`src/rtl/mpcg_pkg.sv`:
```
// rtl/mpcg_pkg.sv - shared state encoding and defaults for the multiphase clock generator
package mpcg_pkg;

    // Default width of the period counter and every position/width field
    localparam int MPCG_CW = 16;

    typedef enum logic [1:0] {
        IDLE  = 2'd0,
        RUN   = 2'd1,
        DRAIN = 2'd2
    } mpcg_state_t;

endpackage

```
`src/rtl/mpcg_phase_win.sv`:
```
// rtl/mpcg_phase_win.sv - one phase channel: rise/fall window compare and output flop
module mpcg_phase_win
    import mpcg_pkg::*;
#(
    parameter int CW = MPCG_CW
) (
    input  logic          start_clk,
    input  logic          rst,
    input  logic          active,
    input  logic [CW-1:0] cnt,
    input  logic [CW-1:0] r,
    input  logic [CW-1:0] f,
    input  logic [CW-1:0] eff_period,
    output logic          phi
);

    logic [CW-1:0] r_eff;
    logic [CW-1:0] f_eff;
    logic          hit;

    // Positions past the period end are pulled to eff_period so that edge never fires
    always_comb begin
        r_eff = (r >= eff_period) ? eff_period : r;
        f_eff = (f >= eff_period) ? eff_period : f;
        hit   = 1'b0;
        if (r_eff < f_eff) begin
            hit = (cnt >= r_eff) && (cnt < f_eff);
        end else if (r_eff > f_eff) begin
            hit = (cnt >= r_eff) || (cnt < f_eff);
        end
    end

    // Registered phase output, held low while the generator is idle
    always_ff @(posedge start_clk) begin
        if (rst) begin
            phi <= 1'b0;
        end else begin
            phi <= active && hit;
        end
    end

endmodule

```
`src/rtl/multiphase_clk_gen.sv`:
```
// rtl/multiphase_clk_gen.sv - N-channel SC phase generator; MPCG_BURST_EN enables burst mode
module multiphase_clk_gen
    import mpcg_pkg::*;
#(
    parameter int NCH = 4,
    parameter int CW  = MPCG_CW
) (
    input  logic              start_clk,
    input  logic              rst,
    input  logic              enable,
    input  logic [CW-1:0]     period,
    input  logic [NCH*CW-1:0] rise_pos,
    input  logic [NCH*CW-1:0] fall_pos,
    input  logic [CW-1:0]     pulse_w,
    input  logic [CW-1:0]     burst_len,
    output logic [NCH-1:0]    phi,
    output logic              phi_p,
    output logic              running,
    output logic              period_tick,
    output logic              done
);

    mpcg_state_t       state_q;
    mpcg_state_t       state_d;
    logic [CW-1:0]     cnt_q;
    logic [CW-1:0]     period_sh;
    logic [CW-1:0]     pulse_w_sh;
    logic [CW-1:0]     pcnt_q;
    logic [NCH*CW-1:0] rise_sh;
    logic [NCH*CW-1:0] fall_sh;
    logic [CW-1:0]     eff_period;
    logic              active;
    logic              last_cnt;
    logic              wrap;
    logic              start;
    logic              burst_end;
    logic              blocked;
    logic              phi_p_q;
    logic              tick_q;

    assign eff_period = (period_sh < CW'(2)) ? CW'(2) : period_sh;
    assign active     = (state_q != IDLE);
    assign last_cnt   = (cnt_q == eff_period - CW'(1));
    assign wrap       = active && last_cnt;
    assign start      = (state_q == IDLE) && enable && !blocked;

`ifdef MPCG_BURST_EN
    logic [CW-1:0] burst_sh;
    logic [CW-1:0] bcnt_q;
    logic          blocked_q;
    logic          done_q;

    assign burst_end = wrap && (burst_sh != '0) && (bcnt_q == burst_sh - CW'(1));
    assign blocked   = blocked_q;
    assign done      = done_q;

    // Completed-period counter, done pulse, and restart lockout until enable drops
    always_ff @(posedge start_clk) begin
        if (rst) begin
            burst_sh  <= '0;
            bcnt_q    <= '0;
            blocked_q <= 1'b0;
            done_q    <= 1'b0;
        end else begin
            done_q <= burst_end;
            if (burst_end) begin
                blocked_q <= 1'b1;
            end else if (!enable) begin
                blocked_q <= 1'b0;
            end
            if (start) begin
                burst_sh <= burst_len;
                bcnt_q   <= '0;
            end else if (wrap) begin
                bcnt_q <= bcnt_q + CW'(1);
            end
        end
    end
`else
    logic unused_burst_len;

    assign unused_burst_len = ^burst_len;
    assign burst_end        = 1'b0;
    assign blocked          = 1'b0;
    assign done             = 1'b0;
`endif

    // State register
    always_ff @(posedge start_clk) begin
        if (rst) begin
            state_q <= IDLE;
        end else begin
            state_q <= state_d;
        end
    end

    // Next-state: periods always finish; a burst end overrides enable
    always_comb begin
        state_d = state_q;
        case (state_q)
            IDLE: begin
                if (start) begin
                    state_d = RUN;
                end
            end
            RUN: begin
                if (burst_end) begin
                    state_d = IDLE;
                end else if (!enable) begin
                    state_d = last_cnt ? IDLE : DRAIN;
                end
            end
            DRAIN: begin
                if (burst_end) begin
                    state_d = IDLE;
                end else if (enable) begin
                    state_d = RUN;
                end else if (last_cnt) begin
                    state_d = IDLE;
                end
            end
            default: state_d = IDLE;
        endcase
    end

    // Period counter and shadow config, refreshed only at entry and at period boundaries
    always_ff @(posedge start_clk) begin
        if (rst) begin
            cnt_q      <= '0;
            period_sh  <= '0;
            rise_sh    <= '0;
            fall_sh    <= '0;
            pulse_w_sh <= '0;
        end else if (state_q == IDLE) begin
            cnt_q <= '0;
            if (start) begin
                period_sh  <= period;
                rise_sh    <= rise_pos;
                fall_sh    <= fall_pos;
                pulse_w_sh <= pulse_w;
            end
        end else if (last_cnt) begin
            cnt_q     <= '0;
            period_sh <= period;
            rise_sh   <= rise_pos;
            fall_sh   <= fall_pos;
        end else begin
            cnt_q <= cnt_q + CW'(1);
        end
    end

    // One-shot start pulse: fires only on entry from IDLE, runs its full width
    always_ff @(posedge start_clk) begin
        if (rst) begin
            phi_p_q <= 1'b0;
            pcnt_q  <= '0;
        end else if (start) begin
            phi_p_q <= (pulse_w != '0);
            pcnt_q  <= CW'(1);
        end else if (state_q == IDLE) begin
            phi_p_q <= 1'b0;
        end else if (phi_p_q) begin
            if (pcnt_q >= pulse_w_sh) begin
                phi_p_q <= 1'b0;
            end else begin
                pcnt_q <= pcnt_q + CW'(1);
            end
        end
    end

    // Period tick, registered to line up with phi for the last count
    always_ff @(posedge start_clk) begin
        if (rst) begin
            tick_q <= 1'b0;
        end else begin
            tick_q <= wrap;
        end
    end

    for (genvar i = 0; i < NCH; i++) begin : g_ch
        mpcg_phase_win #(
            .CW(CW)
        ) u_win (
            .start_clk (start_clk),
            .rst       (rst),
            .active    (active),
            .cnt       (cnt_q),
            .r         (rise_sh[i*CW +: CW]),
            .f         (fall_sh[i*CW +: CW]),
            .eff_period(eff_period),
            .phi       (phi[i])
        );
    end

    assign phi_p       = phi_p_q;
    assign running     = active;
    assign period_tick = tick_q;

endmodule
```
`config.mk`:
```
export PLATFORM = sky130hd
export DESIGN_NAME = multiphase_clk_gen
export DESIGN_NICKNAME = d
export VERILOG_FILES = /design/src/rtl/mpcg_pkg.sv /design/src/rtl/mpcg_phase_win.sv /design/src/rtl/multiphase_clk_gen.sv
export SDC_FILE = /design/constraint.sdc
export NUM_CORES = 1
export LEC_CHECK = 0
export BUFFER_PORTS_ARGS = -buffer_cell sky130_fd_sc_hd__buf_4
export CAP_MARGIN = 20
export CORE_ASPECT_RATIO = 0.75
export CORE_MARGIN = 5
export CORE_UTILIZATION = 61
export CTS_CLUSTER_SIZE = 40
export DETAILED_ROUTE_END_ITERATION = 16
export PLACE_DENSITY = 0.83
export SKIP_LAST_GASP = 1
export SYNTH_ARGS = -nofsm -noshare
export SYNTH_HDL_FRONTEND = slang
export SYNTH_SLANG_ARGS = --single-unit
```
`constraint.sdc`:
```
create_clock -name start_clk -period 6.7 [get_ports start_clk]
set_input_delay 0 -clock start_clk [delete_from_list [all_inputs] [get_ports start_clk]]
set_output_delay 0 -clock start_clk [all_outputs]
set_load 0.01 [all_outputs]
```
# Yosys cells after proc, flatten, opt, wreduce, memory -nomap -nowiden

Cells that the tools add are included.

Register bits: 200
Input port bits: 179
Output and inout bits: 8
Word-level logic and storage cells: 118

Add/sub/neg operators: 3
Magnitude comparators: 26
Equal/unequal tests: 7
Multiplexer cells: 40
Bitwise logic cells: 2
Reductions and logical operators: 26

Operators by type and width:

| cell                  | count |
|---|---|
| $mux 64               | 6 |
| $ge 16x16->1          | 13 |
| $mux 16               | 12 |
| $lt 16x16->1          | 8 |
| $gt 16x16->1          | 4 |
| $add 16x1->16 const B | 2 |
| $eq 16x16->1          | 1 |
| $lt 16x2->1 const B   | 1 |
| $mux 1                | 16 |
| $reduce_bool 16->1    | 1 |
| $sub 16x1->16 const B | 1 |
| $logic_and 1x1->1     | 10 |
| $mux 2                | 5 |
| $reduce_and 3->1      | 3 |
| $ne 2x2->1 const B    | 3 |
| $pmux 2 s3            | 1 |
| $reduce_bool 2->1     | 3 |
| $logic_or 1x1->1      | 4 |
| $reduce_and 2->1      | 2 |
| $ne 3x3->1 const B    | 1 |
| $reduce_or 3->1       | 1 |
| $eq 2x1->1 const B    | 1 |
| $eq 2x2->1 const B    | 1 |
| $logic_not 2->1       | 1 |
| other kinds (2)       | 3 |

# Depth between registers and ports, before layout

Depth in word-level cells: 9
Depth in mapped cells: 25
Mapped depth without buffers: 23

# Modules after synthesis

From an unflattened synthesis, not the netlist that was laid out.

Cell total of the unflattened synthesis: 2154
Area total of the unflattened synthesis: 18696.7 µm²

Modules (own cells, without submodules):

| module                          | times used | cells an instance | area each (µm²) | seq. area each (µm²) |
|---|---|---|---|---|
| multiphase_clk_gen              | 1          | 1041              | 9623.0          | 3923.8 |
| mpcg_phase_win at g_ch[3].u_win | 1          | 273               | 2303.5          | 20.0 |
| mpcg_phase_win at g_ch[2].u_win | 1          | 275               | 2267.2          | 20.0 |
| mpcg_phase_win at g_ch[0].u_win | 1          | 268               | 2253.4          | 20.0 |
| mpcg_phase_win at g_ch[1].u_win | 1          | 297               | 2249.7          | 20.0 |

# Least setup slack after synthesis

No wires, ideal clock.

Kind: reg-to-reg
Start: reg period_sh[3]
End: reg g_ch[1].u_win.phi
Library setup time: 92 ps
Arrival time: 4925 ps
Slack: 1683 ps
Stages on the path, launching flop included: 22
Period minus slack after synthesis: 5017 ps
Path through: dfxtp_1 > nor4_1 > nand4_1 > o31a_1 > clkbuf_1 > ha_1 > nand2b_1 > a211oi_1 > o211a_1 > o31ai_2 > clkbuf_1 > mux2i_1 > ha_1 > a21oi_1 > nor2b_1 > o21ai_0 > nand2b_1 > a21oi_1 > nor2_1 > or3_1 > nor4b_1 > nor4_1

Longest elaborated chain between the ends: 9
Elaborated cells between the ends (all ways): 15
Those cells by class: order compare (7); mux (5); reduce/logical (3)

Ends and longest elaborated chain:

| element                                      | RTL line                                   | RTL |
|---|---|---|
| start: declaration                           | multiphase_clk_gen.sv:26                   | `logic [CW-1:0] period_sh;` |
| start signal: assignment                     | multiphase_clk_gen.sv:137                  | `period_sh <= period;` |
| start signal: assignment                     | multiphase_clk_gen.sv:144                  | `period_sh <= period;` |
| $lt 16x2->1                                  | multiphase_clk_gen.sv:41                   | `assign eff_period = (period_sh < CW'(2)) ? CW'(2) : period_sh;` |
| $mux 16 *                                    | multiphase_clk_gen.sv:41                   |  |
| $ge 16x16->1 (on tied branches)              | mpcg_phase_win.sv:23, mpcg_phase_win.sv:24 |  |
| $mux 16 (on tied branches)                   | mpcg_phase_win.sv:23, mpcg_phase_win.sv:24 |  |
| $ge 16x16->1 or $lt 16x16->1 (tied branches) | mpcg_phase_win.sv:27, mpcg_phase_win.sv:29 |  |
| $logic_or 1x1->1                             | mpcg_phase_win.sv:29                       | `hit = (cnt >= r_eff) \|\| (cnt < f_eff);` |
| $mux 1                                       | mpcg_phase_win.sv:28                       | `end else if (r_eff > f_eff) begin` |
| $mux 1 *                                     | mpcg_phase_win.sv:26                       | `if (r_eff < f_eff) begin` |
| $logic_and 1x1->1 *                          | mpcg_phase_win.sv:38                       | `phi <= active && hit;` |
| end signal: assignment                       | mpcg_phase_win.sv:38                       |  |
| end: declaration                             | mpcg_phase_win.sv:14                       | `output logic phi` |

Every way passes the cells marked *; elsewhere a longest branch is shown, timed or not.
A chain may end at the register's enable or synchronous reset.

# Worst setup path in the final report

Start: reg period_sh[3]
End: reg rise_sh[32]

Longest elaborated chain between the ends: 6

Ends and longest elaborated chain:

| element                       | RTL line                  | RTL |
|---|---|---|
| $lt 16x2->1                   | multiphase_clk_gen.sv:41  |  |
| $mux 16 *                     | multiphase_clk_gen.sv:41  |  |
| $sub 16x1->16 *               | multiphase_clk_gen.sv:43  | `assign last_cnt = (cnt_q == eff_period - CW'(1));` |
| $eq 16x16->1 *                | multiphase_clk_gen.sv:43  |  |
| $reduce_bool 2->1 (no line) * | --                        |  |
| $reduce_and 2->1 (no line) *  | --                        |  |
| end signal: assignment        | multiphase_clk_gen.sv:138 | `rise_sh <= rise_pos;` |
| end signal: assignment        | multiphase_clk_gen.sv:145 | `rise_sh <= rise_pos;` |
| end: declaration              | multiphase_clk_gen.sv:29  | `logic [NCH*CW-1:0] rise_sh;` |

Marks and branches as above.

==> flow_metrics.env <==
export IMPL_outcome="finished, final reports clean"
export IMPL_place_gp_congestion=0.951
export IMPL_ant_nets=0
export IMPL_fin_area_um2=20900
export IMPL_r2r_setup_slack_ns=0.54
export IMPL_vias_per_cell=6.35
export IMPL_grt_max_degree=92
export IMPL_cts_max_path_buffers=2
export IMPL_syn_area_per_cell_um2=8.81
export IMPL_p_sw_share_pct=36.5
export IMPL_coreArea_um2=27100
export IMPL_rsz0062_at_grt="false"
export IMPL_critPathLaunch="period_sh[3]$_SDFFE_PP0P_"
export IMPL_peakVddDrop_v=0.000168
export IMPL_crit_path_top_delay_cell="dlygate4sd3_1"
export IMPL_drive_above_1_share_pct=13.7
export IMPL_crit_end="rise_sh[32]$_SDFFE_PP0P_"
export IMPL_p_sw_uw=1490
export IMPL_min_from="rst"
export IMPL_final_common_cell="ha_1"
export IMPL_overflow=0
export IMPL_worst_pin_slew_ns=1.03
export IMPL_r2r_end="rise_sh[32]$_SDFFE_PP0P_"
export IMPL_ios=187
export IMPL_cts_sinks=200
export IMPL_critPathRequiredTime_ns=7.05
export IMPL_ys_flop_type="dfxtp_1"
export IMPL_io_buffers=169
export IMPL_dr_pass1_iters=6
export IMPL_hold_buffers=194
export IMPL_cts_max_level=4
export IMPL_die_w_um=202
export IMPL_pwr_share_seq_pct=32.5
export IMPL_synth_cell_area_um2=16800
export IMPL_clkTransAtPathRegs_ns=0.09
export IMPL_async_flop_share_pct=0
export IMPL_start_kind="register"
export IMPL_leakage_uw=0.00979
export IMPL_floorplan_initialDensity_pct=62.1
export IMPL_max_slew_margin_rel_pct=31.3
export IMPL_cts_root_buf="clkbuf_16"
export IMPL_std_cell_rows=52
export IMPL_critical_path_peak_fanout=91
export IMPL_dp_hpwl_mm=39.1
export IMPL_fin_skew_ns=0.0189
export IMPL_period_share_pct=91.9
export IMPL_numCtsBuffers=17
export IMPL_synth_cell_types=67
export IMPL_synth_seq_cells=200
export IMPL_final_cell_mix="ha_1 (331), nor2_1 (255), buf_4 (204), dfxtp_1 (200), mux2i_1 (196)"
export IMPL_track_usage_pct=37.4
export IMPL_ys_seq_area_share_pct=23.8
export IMPL_p_comb_share_pct=40.7
export IMPL_drc=0
export IMPL_internal_power_uw=2590
export IMPL_whs_path_depth=3
export IMPL_period_minus_slack_ns=6.16
export IMPL_synth_cells=1907
export IMPL_max_stage_delay_ns=0.60
export IMPL_grt_pass1_wl_mm=92.2
export IMPL_crit_chain="nor4_1 > nand4_1 > o31a_1 > buf_4 > inv_1 > ha_1 > or4b_1 > or3_1 > nand3_1 > a31oi_1 > a211o_1 > nand4b_1 > o21ai_4 > buf_12 > mux2i_1 > nor2_1 > dlygate4sd3_1"
export IMPL_slew_violations=0
export IMPL_area_growth_syn_to_layout_pct=24.5
export IMPL_ys_warn_count=0
export IMPL_clock_latency_ns=0.47
export IMPL_post_drt_wl_per_cell_um=22.8
export IMPL_min_path_type="in2reg"
export IMPL_routed_wl_mm=59.7
export IMPL_placedCellCount=2386
export IMPL_cts_resized=0
export IMPL_vias=16600
export IMPL_dieArea_um2=31000
export IMPL_setup_tns_ns=0
export IMPL_worst_r2r_path_depth=17
export IMPL_placed_cell_area_um2=18400
export IMPL_max_cap_violations=0
export IMPL_setup_slack_ns=0.541
export IMPL_post_cts_setup_buffers=0
export IMPL_cellPowerDensity_nw_per_um2=195
export IMPL_die_h_um=154
export IMPL_final_hold_viol_count=0
export IMPL_fmax_ghz=0.162
export IMPL_grt_pass1_vias=16500
export IMPL_critPathKind="reg2reg"
export IMPL_synth_fp_nets=2417
export IMPL_end_kind="register"
export IMPL_critPathArrivalTime_ns=6.51
export IMPL_instances_no_fill=2615
export IMPL_pre_cts_ws_ns=1.08
export IMPL_cts_tree="done"
export IMPL_pwr_share_clk_pct=26.8
export IMPL_fin_nets=2758
export IMPL_n_fill_cell=1763
export IMPL_rr_startpoint="period_sh[3]$_SDFFE_PP0P_"
export IMPL_synth_enable_flop_cells=0
export IMPL_antenna_found_initial=3
export IMPL_setup_viol=0
export IMPL_drt_iter0_markers=1615
## area by class of cell
cell class                      count  area [um^2]  area share, %
Tap cell                          351          439           2.10
Clock inverter                     11          143          0.682
Antenna cell                        3         7.51         0.0359
Multi-Input combinational cell   1518        11900           57.1
Clock buffer                       21          460           2.20
Timing Repair Buffer              400         3510           16.8
Inverter                          111          417           1.99
Sequential cell                   200         4000           19.1
## metrics by stage
step | power, uW | hold WS [ns] | utilization (%)
5_1_grt | 4260 | 0.201 | 77.3
6_report | 4070 | 0.179 | 77.3
4_1_cts | 3990 | 0.156 | 77.3
3_5_place_dp | 2820 | 0.203 | 67.9
3_3_place_gp | 2750 | 0.196 | 67.9
2_1_floorplan | 2390 | 0.0785 | -
## kinds of logic (layout without fill, tap and decap cells)
group                    after synthesis  in the layout  synth area share (%)
multiplexers                         255            255                  15.6
AND/OR/NAND/NOR                      539            539                  15.1
AO/OA/AOI/OAI                        349            349                  13.3
other                                  1              4                0.0223
buffers and inverters                189            543                  5.23
XOR/XNOR                              43             43                  2.24
flip-flops                           200            200                  23.8
adder cells (fa/ha/maj)              331            331                  24.6
## worst min-delay path by stage
stage / endpoint / slack [ns]
CTS: cnt_q[1]$_SDFF_PP0_ / 0.16
finish: cnt_q[1]$_SDFF_PP0_ / 0.18
detailed placement: state_q[1]$_SDFFE_PP0P_ / 0.20
global placement: state_q[1]$_SDFFE_PP0P_ / 0.20
global route: cnt_q[1]$_SDFF_PP0_ / 0.20
floorplan: state_q[1]$_SDFFE_PP0P_ / 0.08
## critical path, delay by kind of cell (launching register included)
kind / cells / cell delay (ns)
mux: 1 / 0.34
fa+ha+maj: 1 / 0.26
buf+inv: 4 / 1.71
compound gates: 4 / 1.14
simple gates: 7 / 2.28
flops: 1 / 0.32
## cell usage after synthesis, types with 18 or more instances
cell / n / share of area (%)
nor4_1: 23 / 0.86
clkbuf_1: 49 / 1.1
nand4_1: 53 / 2.0
nor2b_1: 20 / 0.74
nand2_1: 83 / 1.9
a211oi_1: 18 / 0.80
mux2_2: 59 / 4.0
inv_1: 111 / 2.5
xnor2_1: 29 / 1.5
a21o_1: 63 / 2.8
nand3_1: 25 / 0.74
dfxtp_1: 200 / 24
o21ai_0: 59 / 1.8
nor2_1: 255 / 5.7
mux2i_1: 196 / 12
ha_1: 331 / 25
a21oi_1: 117 / 3.5
## metal layers
layer  track usage (%)  wire length (um)  vias to the layer above
met5                 0                 0                        -
met4              17.0              3290                        0
met3              9.29              6480                      277
met2              60.1             26100                     1008
met1              47.5             23800                     7723
li1                  -                 -                     7602
## power by group through the flow
stage / clock [uW] / sequential [uW] / combinational, uW
final: 1090 / 1320 / 1660
after global routing: 1140 / 1330 / 1800
after CTS: 1090 / 1320 / 1580
after detailed placement: 0 / 1350 / 1480
after global placement: 0 / 1340 / 1410
after floorplan: 0 / 1320 / 1080
## registers in the layout (all words and copies together) (netlist names), 2 cells and up
register	cells
fall_sh	64
rise_sh	64
cnt_q	16
pcnt_q	16
period_sh	16
pulse_w_sh	16
g_ch.u_win.phi	4
state_q	2
No activity file was read; power rests on OpenSTA's default activity.
